### src/rtl/eq2_pkg.sv
// eq2_pkg: types, constants and the derivative helper shared by the eq2
// activation, its backward unit eq2_grad and any eq2 checkers.
//   WIDTH / DW   : base width and data width (DW = 2*WIDTH)
//   act_t        : signed activation/gradient word
//   ACT_MAX/MIN  : saturation limits of act_t
//   deriv_t      : derivative code in {-1, 0, +1}
//   eq2_deriv()  : f'(X) for f(X) = max(|X|, 1), subgradient 0 at the kinks
package eq2_pkg;

  localparam int WIDTH = 9;
  localparam int DW    = 2 * WIDTH;

  typedef logic signed [DW-1:0] act_t;

  localparam act_t ACT_MAX = {1'b0, {(DW-1){1'b1}}};
  localparam act_t ACT_MIN = {1'b1, {(DW-1){1'b0}}};

  typedef logic signed [1:0] deriv_t;

  localparam deriv_t D_POS  = 2'sb01;
  localparam deriv_t D_ZERO = 2'sb00;
  localparam deriv_t D_NEG  = 2'sb11;

  // Valid flag of the output register.
  typedef enum logic {
    OUT_IDLE = 1'b0,
    OUT_HOLD = 1'b1
  } out_state_t;

  // f(X) is flat (=1) on [-1, 1]; the kinks at +-1 take subgradient 0.
  function automatic deriv_t eq2_deriv(input act_t x);
    deriv_t d;
    if (x >= act_t'(3'sd2)) begin
      d = D_POS;
    end else if (x <= act_t'(-3'sd2)) begin
      d = D_NEG;
    end else begin
      d = D_ZERO;
    end
    return d;
  endfunction

endpackage

### src/rtl/eq2_grad_if.sv
// eq2_grad_if: forward-capture, backward-gradient and output-gradient
// handshakes of eq2_grad, plus the stack occupancy.
//   master : the surrounding datapath (drives fwd/bwd payloads, grad_ready)
//   slave  : eq2_grad itself
interface eq2_grad_if #(
  parameter int WIDTH = 9,
  parameter int DEPTH = 16
);

  localparam int DW = 2 * WIDTH;
  localparam int CW = $clog2(DEPTH) + 1;

  logic                 fwd_valid;
  logic                 fwd_ready;
  logic signed [DW-1:0] fwd_x;
  logic                 bwd_valid;
  logic                 bwd_ready;
  logic signed [DW-1:0] bwd_g;
  logic                 grad_valid;
  logic                 grad_ready;
  logic signed [DW-1:0] grad_out;
  logic [CW-1:0]        count;

  modport master (
    output fwd_valid, fwd_x, bwd_valid, bwd_g, grad_ready,
    input  fwd_ready, bwd_ready, grad_valid, grad_out, count
  );

  modport slave (
    input  fwd_valid, fwd_x, bwd_valid, bwd_g, grad_ready,
    output fwd_ready, bwd_ready, grad_valid, grad_out, count
  );

endinterface

### src/rtl/eq2_lifo.sv
// eq2_lifo: DEPTH x DW register stack holding forward activations.
//   clk, rst   : clock, synchronous active-high reset (count only)
//   flush      : synchronous clear of count; push/pop in that cycle ignored
//   push/wr_data : write wr_data on top
//   pop/rd_data  : rd_data is always the current top entry
//   count      : number of stored entries (0..DEPTH)
// Push and pop together replace the top entry in place; count holds.
module eq2_lifo #(
  parameter int WORD_W = 18,
  parameter int DEPTH  = 16
) (
  input  logic                         clk,
  input  logic                         rst,
  input  logic                         flush,
  input  logic                         push,
  input  logic                         pop,
  input  logic [WORD_W-1:0]            wr_data,
  output logic [WORD_W-1:0]            rd_data,
  output logic [$clog2(DEPTH):0]       count
);

  localparam int AW = $clog2(DEPTH);

  logic [WORD_W-1:0] stack_r [DEPTH];
  logic [AW:0]       count_r;
  logic [AW-1:0]     top_idx_s;
  logic [AW-1:0]     wr_idx_s;
  logic              do_push_s;
  logic              do_pop_s;

  // Address decode: a simultaneous pop frees the top slot, so the push reuses it.
  always_comb begin
    do_push_s = push && !flush && !rst;
    do_pop_s  = pop  && !flush && !rst;
    top_idx_s = count_r[AW-1:0] - AW'(1'b1);
    if (do_pop_s) begin
      wr_idx_s = top_idx_s;
    end else begin
      wr_idx_s = count_r[AW-1:0];
    end
  end

  // Stack storage, intentionally not reset.
  always_ff @(posedge clk) begin
    if (do_push_s) begin
      stack_r[wr_idx_s] <= wr_data;
    end
  end

  // Occupancy counter: the only control state of the stack.
  always_ff @(posedge clk) begin
    if (rst || flush) begin
      count_r <= '0;
    end else begin
      case ({do_push_s, do_pop_s})
        2'b10:   count_r <= count_r + (AW+1)'(1'b1);
        2'b01:   count_r <= count_r - (AW+1)'(1'b1);
        default: count_r <= count_r;
      endcase
    end
  end

  assign rd_data = stack_r[top_idx_s];
  assign count   = count_r;

endmodule

### src/rtl/eq2_grad.sv
// eq2_grad: backward pass of eq2. Forward activations are pushed onto a
// LIFO; each upstream gradient pops the matching X and produces
// grad = g * f'(X) in a registered output with valid/ready handshake.
//   clk, rst : clock, synchronous active-high reset
//   flush    : clears the stack; a pending output is still delivered
//   bus      : eq2_grad_if slave (fwd_*, bwd_*, grad_*, count)
// WIDTH must equal eq2_pkg::WIDTH so the shared derivative helper applies.
module eq2_grad
  import eq2_pkg::*;
#(
  parameter int WIDTH = 9,
  parameter int DEPTH = 16
) (
  input  logic      clk,
  input  logic      rst,
  input  logic      flush,
  eq2_grad_if.slave bus
);

  localparam int DWL = 2 * WIDTH;
  localparam int CW  = $clog2(DEPTH) + 1;

  localparam logic signed [DWL-1:0] G_MAX = {1'b0, {(DWL-1){1'b1}}};
  localparam logic signed [DWL-1:0] G_MIN = {1'b1, {(DWL-1){1'b0}}};

  out_state_t           state_r;
  out_state_t           state_nxt_s;
  logic signed [DWL-1:0] grad_out_r;
  logic signed [DWL-1:0] grad_calc_s;
  logic [DWL-1:0]       top_x_s;
  logic [CW-1:0]        count_s;
  deriv_t               deriv_s;
  logic                 fwd_ready_s;
  logic                 bwd_ready_s;
  logic                 push_s;
  logic                 pop_s;

  eq2_lifo #(
    .WORD_W (DWL),
    .DEPTH  (DEPTH)
  ) u_lifo (
    .clk     (clk),
    .rst     (rst),
    .flush   (flush),
    .push    (push_s),
    .pop     (pop_s),
    .wr_data (bus.fwd_x),
    .rd_data (top_x_s),
    .count   (count_s)
  );

  // Readies depend only on registered state and grad_ready; transfers are masked by flush.
  always_comb begin
    fwd_ready_s = (count_s != CW'(DEPTH));
    bwd_ready_s = (count_s != '0) && ((state_r == OUT_IDLE) || bus.grad_ready);
    push_s      = bus.fwd_valid && fwd_ready_s && !flush;
    pop_s       = bus.bwd_valid && bwd_ready_s && !flush;
  end

  // Mask / negate datapath; -MIN saturates to MAX.
  always_comb begin
    deriv_s = eq2_deriv(act_t'(top_x_s));
    case (deriv_s)
      D_POS: grad_calc_s = bus.bwd_g;
      D_NEG: begin
        if (bus.bwd_g == G_MIN) begin
          grad_calc_s = G_MAX;
        end else begin
          grad_calc_s = -bus.bwd_g;
        end
      end
      default: grad_calc_s = '0;
    endcase
  end

  // Output valid next-state: a pop always (re)loads, otherwise grad_ready drains.
  always_comb begin
    state_nxt_s = state_r;
    case (state_r)
      OUT_IDLE: begin
        if (pop_s) begin
          state_nxt_s = OUT_HOLD;
        end else begin
          state_nxt_s = OUT_IDLE;
        end
      end
      OUT_HOLD: begin
        if (pop_s) begin
          state_nxt_s = OUT_HOLD;
        end else if (bus.grad_ready) begin
          state_nxt_s = OUT_IDLE;
        end else begin
          state_nxt_s = OUT_HOLD;
        end
      end
      default: state_nxt_s = OUT_IDLE;
    endcase
  end

  // Output valid state register.
  always_ff @(posedge clk) begin
    if (rst) begin
      state_r <= OUT_IDLE;
    end else begin
      state_r <= state_nxt_s;
    end
  end

  // Output data register; loads only on a pop so it is stable while stalled.
  always_ff @(posedge clk) begin
    if (rst) begin
      grad_out_r <= '0;
    end else if (pop_s) begin
      grad_out_r <= grad_calc_s;
    end else begin
      grad_out_r <= grad_out_r;
    end
  end

  assign bus.fwd_ready  = fwd_ready_s;
  assign bus.bwd_ready  = bwd_ready_s;
  assign bus.grad_valid = (state_r == OUT_HOLD);
  assign bus.grad_out   = grad_out_r;
  assign bus.count      = count_s;

endmodule

### src/flat_wrapper.sv
// flat-port wrapper written by rule: the top's interface ports become plain ports
module eq2_grad_flat import eq2_pkg::*;
#(
  parameter int WIDTH = 9,
  parameter int DEPTH = 16
)
  (clk, rst, flush, bus_fwd_valid, bus_fwd_x, bus_bwd_valid, bus_bwd_g, bus_grad_ready, bus_fwd_ready, bus_bwd_ready, bus_grad_valid, bus_grad_out, bus_count);
  eq2_grad_if #(.WIDTH(WIDTH), .DEPTH(DEPTH)) bus_i ();
  input  logic clk;
  input  logic rst;
  input  logic flush;
  input wire logic [$bits(bus_i.fwd_valid)-1:0] bus_fwd_valid;
  input wire logic [$bits(bus_i.fwd_x)-1:0] bus_fwd_x;
  input wire logic [$bits(bus_i.bwd_valid)-1:0] bus_bwd_valid;
  input wire logic [$bits(bus_i.bwd_g)-1:0] bus_bwd_g;
  input wire logic [$bits(bus_i.grad_ready)-1:0] bus_grad_ready;
  output wire logic [$bits(bus_i.fwd_ready)-1:0] bus_fwd_ready;
  output wire logic [$bits(bus_i.bwd_ready)-1:0] bus_bwd_ready;
  output wire logic [$bits(bus_i.grad_valid)-1:0] bus_grad_valid;
  output wire logic [$bits(bus_i.grad_out)-1:0] bus_grad_out;
  output wire logic [$bits(bus_i.count)-1:0] bus_count;
  assign bus_i.fwd_valid = bus_fwd_valid;
  assign bus_i.fwd_x = bus_fwd_x;
  assign bus_i.bwd_valid = bus_bwd_valid;
  assign bus_i.bwd_g = bus_bwd_g;
  assign bus_i.grad_ready = bus_grad_ready;
  assign bus_fwd_ready = bus_i.fwd_ready;
  assign bus_bwd_ready = bus_i.bwd_ready;
  assign bus_grad_valid = bus_i.grad_valid;
  assign bus_grad_out = bus_i.grad_out;
  assign bus_count = bus_i.count;
  eq2_grad #(.WIDTH(WIDTH), .DEPTH(DEPTH)) u_core (.clk(clk), .rst(rst), .flush(flush), .bus(bus_i));
endmodule
### config.mk
export PLATFORM = sky130hd
export DESIGN_NAME = eq2_grad_flat
export DESIGN_NICKNAME = d
export VERILOG_FILES = /design/src/rtl/eq2_pkg.sv /design/src/rtl/eq2_grad_if.sv /design/src/rtl/eq2_lifo.sv /design/src/rtl/eq2_grad.sv /design/src/flat_wrapper.sv
export SDC_FILE = /design/constraint.sdc
export NUM_CORES = 1
export LEC_CHECK = 0
export CAP_MARGIN = 25
export CORE_MARGIN = 2
export CORE_UTILIZATION = 51
export DETAILED_ROUTE_END_ITERATION = 10
export GPL_TIMING_DRIVEN = 0
export PLACE_DENSITY = 0.65
export SLEW_MARGIN = 20
export SYNTH_ARGS = -nofsm -noshare
export SYNTH_HDL_FRONTEND = slang
export SYNTH_HIERARCHICAL = 1
export SYNTH_SLANG_ARGS = --single-unit
### constraint.sdc
create_clock -name clk -period 8.98 [get_ports clk]
set_clock_uncertainty 0.1 [all_clocks]
set_input_delay 1.796 -clock clk [delete_from_list [all_inputs] [get_ports clk]]
set_output_delay 1.796 -clock clk [all_outputs]
set_load 0.02 [all_outputs]
; Word-level counts from Yosys, hierarchy flattened
; Memory sizes are Yosys's and may differ from the RTL's.
; Index checks and enable logic that the tools add are counted.
[totals]
ff_bits = 24
ramBits = 288
input_bits = 42
output_inout_bits = 26
elab_cells = 44
n_memories = 1
[memory_table]
columns = name, words, word_bits, rd, rd_ports_with_merged_regs, write_ports, line
row1 = u_core.u_lifo.stack_r, 16, 18, 1, 0, 1, eq2_lifo.sv:24  ; logic [WORD_W-1:0] stack_r [DEPTH];
[classes]
add_sub_neg = 4
order_cmp = 2
eq_ne = 6
muxes = 12
bitwise_logic = 1
n_reduce_logical = 15
[ops]
columns = operator, n
row1 = $pmux W18 S2, 1
row2 = $eq A18 B18 Y1 const B, 1
row3 = $ge A18 B3 Y1 const B, 1
row4 = $le A18 B2 Y1 const B, 1
row5 = $mux W18, 1
row6 = $neg A18 Y18, 1
row7 = $pmux W5 S2, 1
row8 = $logic_and A1 B1 Y1, 9
row9 = $add A5 B1 Y5 const B, 1
row10 = $mux W1, 5
row11 = $ne A5 B5 Y1 const B, 1
row12 = $reduce_bool A5 Y1, 1
row13 = $sub A5 B1 Y5 const B, 1
row14 = $eq A2 B1 Y1 const B, 2
row15 = $eq A2 B2 Y1 const B, 2
row16 = $mux W2, 2
row17 = $mux W4, 1
row18 = $sub A4 B1 Y4 const B, 1
row19 = $logic_not A1 Y1, 2
row20 = $logic_or A1 B1 Y1, 2
row21 = $pmux W1 S2, 1
row22 = $reduce_bool A2 Y1, 1
row23 = $not A1 Y1, 1

; Longest topological paths before layout
[logic_depth]
word_depth = 9
ltp_mapped = 16
depth_no_buf = 13

; By module
; The synthesis kept the hierarchy.
[modules_own_cells]
columns = module, instances, cells_per_inst, area_per_inst_um2, seq_area_each_um2
row1 = eq2_lifo, 1, 697, 11762.5, 8748.4
row2 = eq2_grad, 1, 179, 1328.8, 380.4

; Worst setup path before layout
; OpenSTA, ideal clock, no wires.
[synth_path]
path_kind = input -> register
from = input port bus_grad_ready
to = register u_core.u_lifo.count_r[4] (netlist: u_core/u_lifo/count[4])
setup_time_ns = 0.124
t_arrival_ns = 4.931
required_time_ns = 8.756
path_slack_ns = 3.825
stages = 16
n_path_buf = 3
path_cell_list = nand2b_1 o21ai_0 inv_1 nand3b_2 inv_1 clkbuf_1 clkbuf_1 nor3b_1 ha_1 clkbuf_1 xor2_1 ha_1 or3b_2 a21oi_1 o21ai_0 mux2i_1
[synth_between]
elab_chain_cells = 8
elab_cells_between_ends = 10
classes_between = 2 x eq/ne / 1 x mux / 7 x reduce/logical
[synth_lines]
columns = item, line
row1 = "start, declared", flat_wrapper.sv:16  ; input wire logic [$bits(bus_i.grad_ready)-1:0] bus_grad_ready;
row2 = $logic_or A1 B1 Y1 *, eq2_grad.sv:55  ; bwd_ready_s = (count_s != '0) && ((state_r == OUT_IDLE) || bus.grad_ready);
row3 = $logic_and A1 B1 Y1 *, eq2_grad.sv:55
row4 = net bus_bwd_ready, flat_wrapper.sv:18  ; output wire logic [$bits(bus_i.bwd_ready)-1:0] bus_bwd_ready;
row5 = $logic_and A1 B1 Y1 * (2 in a row), eq2_grad.sv:57  ; pop_s = bus.bwd_valid && bwd_ready_s && !flush;
row6 = net u_core.pop_s, eq2_grad.sv:36  ; logic pop_s;
row7 = $logic_and A1 B1 Y1 * (2 in a row), eq2_lifo.sv:34  ; do_pop_s = pop && !flush && !rst;
row8 = $eq A2 B1 Y1 / $eq A2 B2 Y1 (equally long branches), eq2_lifo.sv:55  ; case ({do_push_s, do_pop_s})
row9 = $pmux W5 S2 / $reduce_bool A2 Y1 (equally long branches), n/a
row10 = "end signal, assigned", eq2_lifo.sv:56  ; 2'b10: count_r <= count_r + (AW+1)'(1'b1);
row11 = "end signal, assigned", eq2_lifo.sv:57  ; 2'b01: count_r <= count_r - (AW+1)'(1'b1);
row12 = "end signal, assigned", eq2_lifo.sv:58  ; default: count_r <= count_r;
row13 = "end, declared", eq2_lifo.sv:25  ; logic [AW:0] count_r;
; The timed path passes the listed nets; every way through them passes the cells marked *.
; A chain may end at the register's enable or synchronous reset.

; Final worst setup path
[layout_path]
from = input port bus_grad_ready
to = register u_core.u_lifo.count_r[4] (netlist: u_core/u_lifo/count[4])
[layout_between]
elab_chain_cells = 8
elab_cells_between_ends = 10
classes_between = 2 x eq/ne / 1 x mux / 7 x reduce/logical
[layout_lines]
columns = item, line
row1 = $logic_or A1 B1 Y1 *, eq2_grad.sv:55
row2 = $logic_and A1 B1 Y1 *, eq2_grad.sv:55
row3 = $logic_and A1 B1 Y1 * (2 in a row), eq2_grad.sv:57
row4 = net u_core.pop_s, eq2_grad.sv:36
row5 = $logic_and A1 B1 Y1 * (2 in a row), eq2_lifo.sv:34
row6 = $eq A2 B1 Y1 / $eq A2 B2 Y1 (equally long branches), eq2_lifo.sv:55
row7 = $pmux W5 S2 / $reduce_bool A2 Y1 (equally long branches), n/a
; Marked as above.

==> flow_metrics.tcl <==
set metrics [dict create \
    num_vias 7833 \
    core_area_sq_um 25200 \
    cts_made_buffers 31 \
    cp.arrival_ns 6.06 \
    ctsHoldBuffers 0 \
    slowest_delay_ns 0.50 \
    post_cts_buffers 0 \
    n_fill_cell 1931 \
    antenna_found_initial 0 \
    crit_required_ns 9.32 \
    grt_setup_unrepaired "no" \
    viasPerCell 5.86 \
    portBuffers 67 \
    synthTopCellsByArea "edfxtp_1, mux4_2, nand2_1" \
    fin_area_sq_um 15300 \
    clock_sinks 312 \
    avgSynthCellArea_sq_um 14.9 \
    rr_startpoint "u_core/u_lifo/count[0]" \
    die_w_um 164 \
    timing.critical_path.buf_inv 6 \
    synth_commonest_cells "edfxtp_1, nand2_1, nor2_1" \
    synth-async-reset-ratio_pct 0 \
    critPathKind "primary input to register" \
    yosysUniqueCellTypes 60 \
    p_per_area_nw_per_um2 191 \
    start_util_pct 52.0 \
    wire_per_inst_um 22.0 \
    detail-route-antenna-nets 0 \
    hpwl_um 19500 \
    slew_violations 0 \
    cts.clk_slew.worst_paths_ns 0.06 \
    hold_class "register to register" \
    maxCapViolations 0 \
    drc 0 \
    holdPathStages 2 \
    worst_setup_path_start_kind "primary input" \
    cts_root_buf "clkbuf_16" \
    ctsResizeCount 0 \
    worstPathCellList "clkdlybuf4s50_1, nand2b_1, o21ai_0, inv_1, nand3b_2, inv_1, clkbuf_1, clkbuf_1, nor3b_1, ha_1, clkbuf_1, xor2_1, ha_1, or3b_2, a21oi_1, o21ai_0, mux2i_1" \
    place_area_sq_um 14400 \
    grt_max_degree 19 \
    cp_max_fo 11 \
    ys_warn_count 6 \
    ff2ff_setup_slack_ns 3.61 \
    drive_gt1_share_pct 14.6 \
    crit_path_end_kind "register" \
    die_y_um 164 \
    finalCriticalPeriod_ns 5.72 \
    critPathTopFamily "buffers and inverters" \
    clockBufferDepth 3 \
    synth_area_sq_um 13100 \
    grt.overflow.total 0 \
    cpMostUsedCell "clkbuf_1" \
    synth_fp_nets 923 \
    insertion_delay_ns 0.56 \
    synth_most_common_cell "edfxtp_1" \
    synth-edff-count 288 \
    ys_seq_area_share_pct 69.7 \
    leakage_nw 5.22 \
    drt-initial-drc-count 794 \
    synthCells 876 \
    finalNetCount 1032 \
    status "completed" \
    boundaryPins 68 \
    drt-total-wl_um 29400 \
    hold_start "u_core/bus.grad_out[0]" \
    ir_drop_uv 146 \
    fp-row-count 58 \
    postLayoutCoreUtil_pct 60.8 \
    finalWeightedCongestion 0.882 \
    grtUsageTotal_pct 22.0 \
    finalCritPeriodShare_pct 63.7 \
    synth_ff_type "edfxtp_1" \
    grt_first_pass_wirelength_um 44200 \
    firstDrtPassIters 6 \
    seqCellArea_sq_um 9130 \
    hold_path_end "u_core/bus.grad_out[0]" \
    setup_tns_ns 0 \
    slew-limit-headroom_pct 25.6 \
    slowest_stage "nor3b_1" \
    ff2ff_path_depth 15 \
    ys_seq_elements 312 \
    areaGrowthSynthToFinish_pct 17.0 \
    tightestPinTransition_ns 1.10 \
    synth_top_area_share_pct 66.1 \
    cts_max_level 1 \
    max_freq_mhz 175 \
    r2r-end "u_core/bus.grad_out[1]" \
    cts_tree "done" \
    first_global_vias 7623 \
    holdWs_ns 0.356 \
    netlist.top_cell.by_area "edfxtp_1" \
    setup_viol 0 \
    multi_input_area_sq_um 3720 \
    hold_viol 0 \
    diodes 0 \
    die-area_sq_um 27000 \
]
[layout by cell type (no fill, tap or decap), drive strengths merged, types with 2 or more instances in the layout]
master,Yosys,final
a211oi,3,3
a21o,10,10
a21oi,10,10
a221oi,29,29
a311oi,4,4
a31oi,2,2
a32o,18,18
a41oi,3,3
and2,3,3
and3,2,2
and3b,2,2
buf,27,36
bufinv,0,3
clkbuf,23,60
clkdlybuf4s50,0,67
clkinv,1,11
clkinvlp,0,5
dfxtp,24,24
edfxtp,288,288
ha,5,5
inv,11,11
mux2i,40,40
mux4,36,36
nand2,143,143
nand2b,2,2
nand3,40,40
nand3b,3,3
nand4,4,4
nand4bb,2,2
nor2,51,51
nor2b,2,2
nor3,22,22
nor3b,3,3
nor4,10,10
o21ai,21,21
or2,3,3
or3,4,4
or4,6,6
xnor2,2,2
xor2,7,7
[routing by layer]
| metal | global-route usage (%) | up-vias | routed length (um) |
|---|---|---|---|
| met4 | 5.42 | 0 | 596 |
| met2 | 35.5 | 251 | 14000 |
| met3 | 2.93 | 49 | 1910 |
| met1 | 32.0 | 3911 | 13000 |
| li1 | - | 3622 | - |
| met5 | 0 | - | 0 |
[cell families (layout without fill, tap and decap cells)]
family                   after synthesis  count (layout)  synth area share, %
AO/OA/AOI/OAI                        107             107                 6.63
XOR/XNOR                               9               9                0.746
adder cells (fa/ha/maj)                5               5                0.478
buffers and inverters                 62             193                 2.40
flip-flops                           312             312                 69.7
multiplexers                          76              76                 9.25
AND/OR/NAND/NOR                      305             305                 10.8
[stage by stage]
stage	cells	total power (W)	setup slack, ns
finish	1337	0.00293	3.26
global route	1337	0.00301	2.84
CTS	1337	0.00295	3.33
detailed placement	1282	0.00172	2.76
global placement	1273	0.00172	2.53
floorplan	876	0.00166	3.83
[where the power goes]
part | internal (W) | total (W) | switching (W)
sequential | 0.00159 | 0.00159 | 0.000000719
combinational | 0.0000371 | 0.0000991 | 0.0000620
clock | 0.000715 | 0.00124 | 0.000525
[sequential cells by signal, summed over array words and instances, names as in the netlist]
signal and flops:
u_core/bus.grad_out 18, u_core/u_lifo/stack_r 288, u_core/bus.grad_valid 1, u_core/u_lifo/count 5
[tightest hold or removal path: stages, from the launching register on]
cell and delay, ns:
dfxtp_1 0.31, nand2_1 0.05, a21oi_1 0.05
[worst max-delay path by stage]
stage / depth (start not counted) / end / from
final: 17 / u_core/u_lifo/count[4] / bus_grad_ready
after global routing: 17 / u_core/u_lifo/count[4] / bus_grad_ready
after CTS: 17 / u_core/u_lifo/count[4] / bus_grad_ready
after detailed placement: 17 / u_core/u_lifo/count[4] / bus_grad_ready
after global placement: 12 / u_core/u_lifo/stack_r[13][11] / bus_grad_ready
after floorplan: 16 / u_core/u_lifo/count[4] / bus_grad_ready
[layout make-up]
| cell class | count | share of cell area [%] |
|---|---|---|
| inverters | 12 | 0.294 |
| well taps | 330 | 2.70 |
| clock inverters | 18 | 1.10 |
| repair buffers | 76 | 5.04 |
| plain buffers | 50 | 1.76 |
| clock buffers | 37 | 5.21 |
| flip-flops and latches | 312 | 59.6 |
| multi-input cells | 502 | 24.3 |
Power figures use the tool's default switching activity.
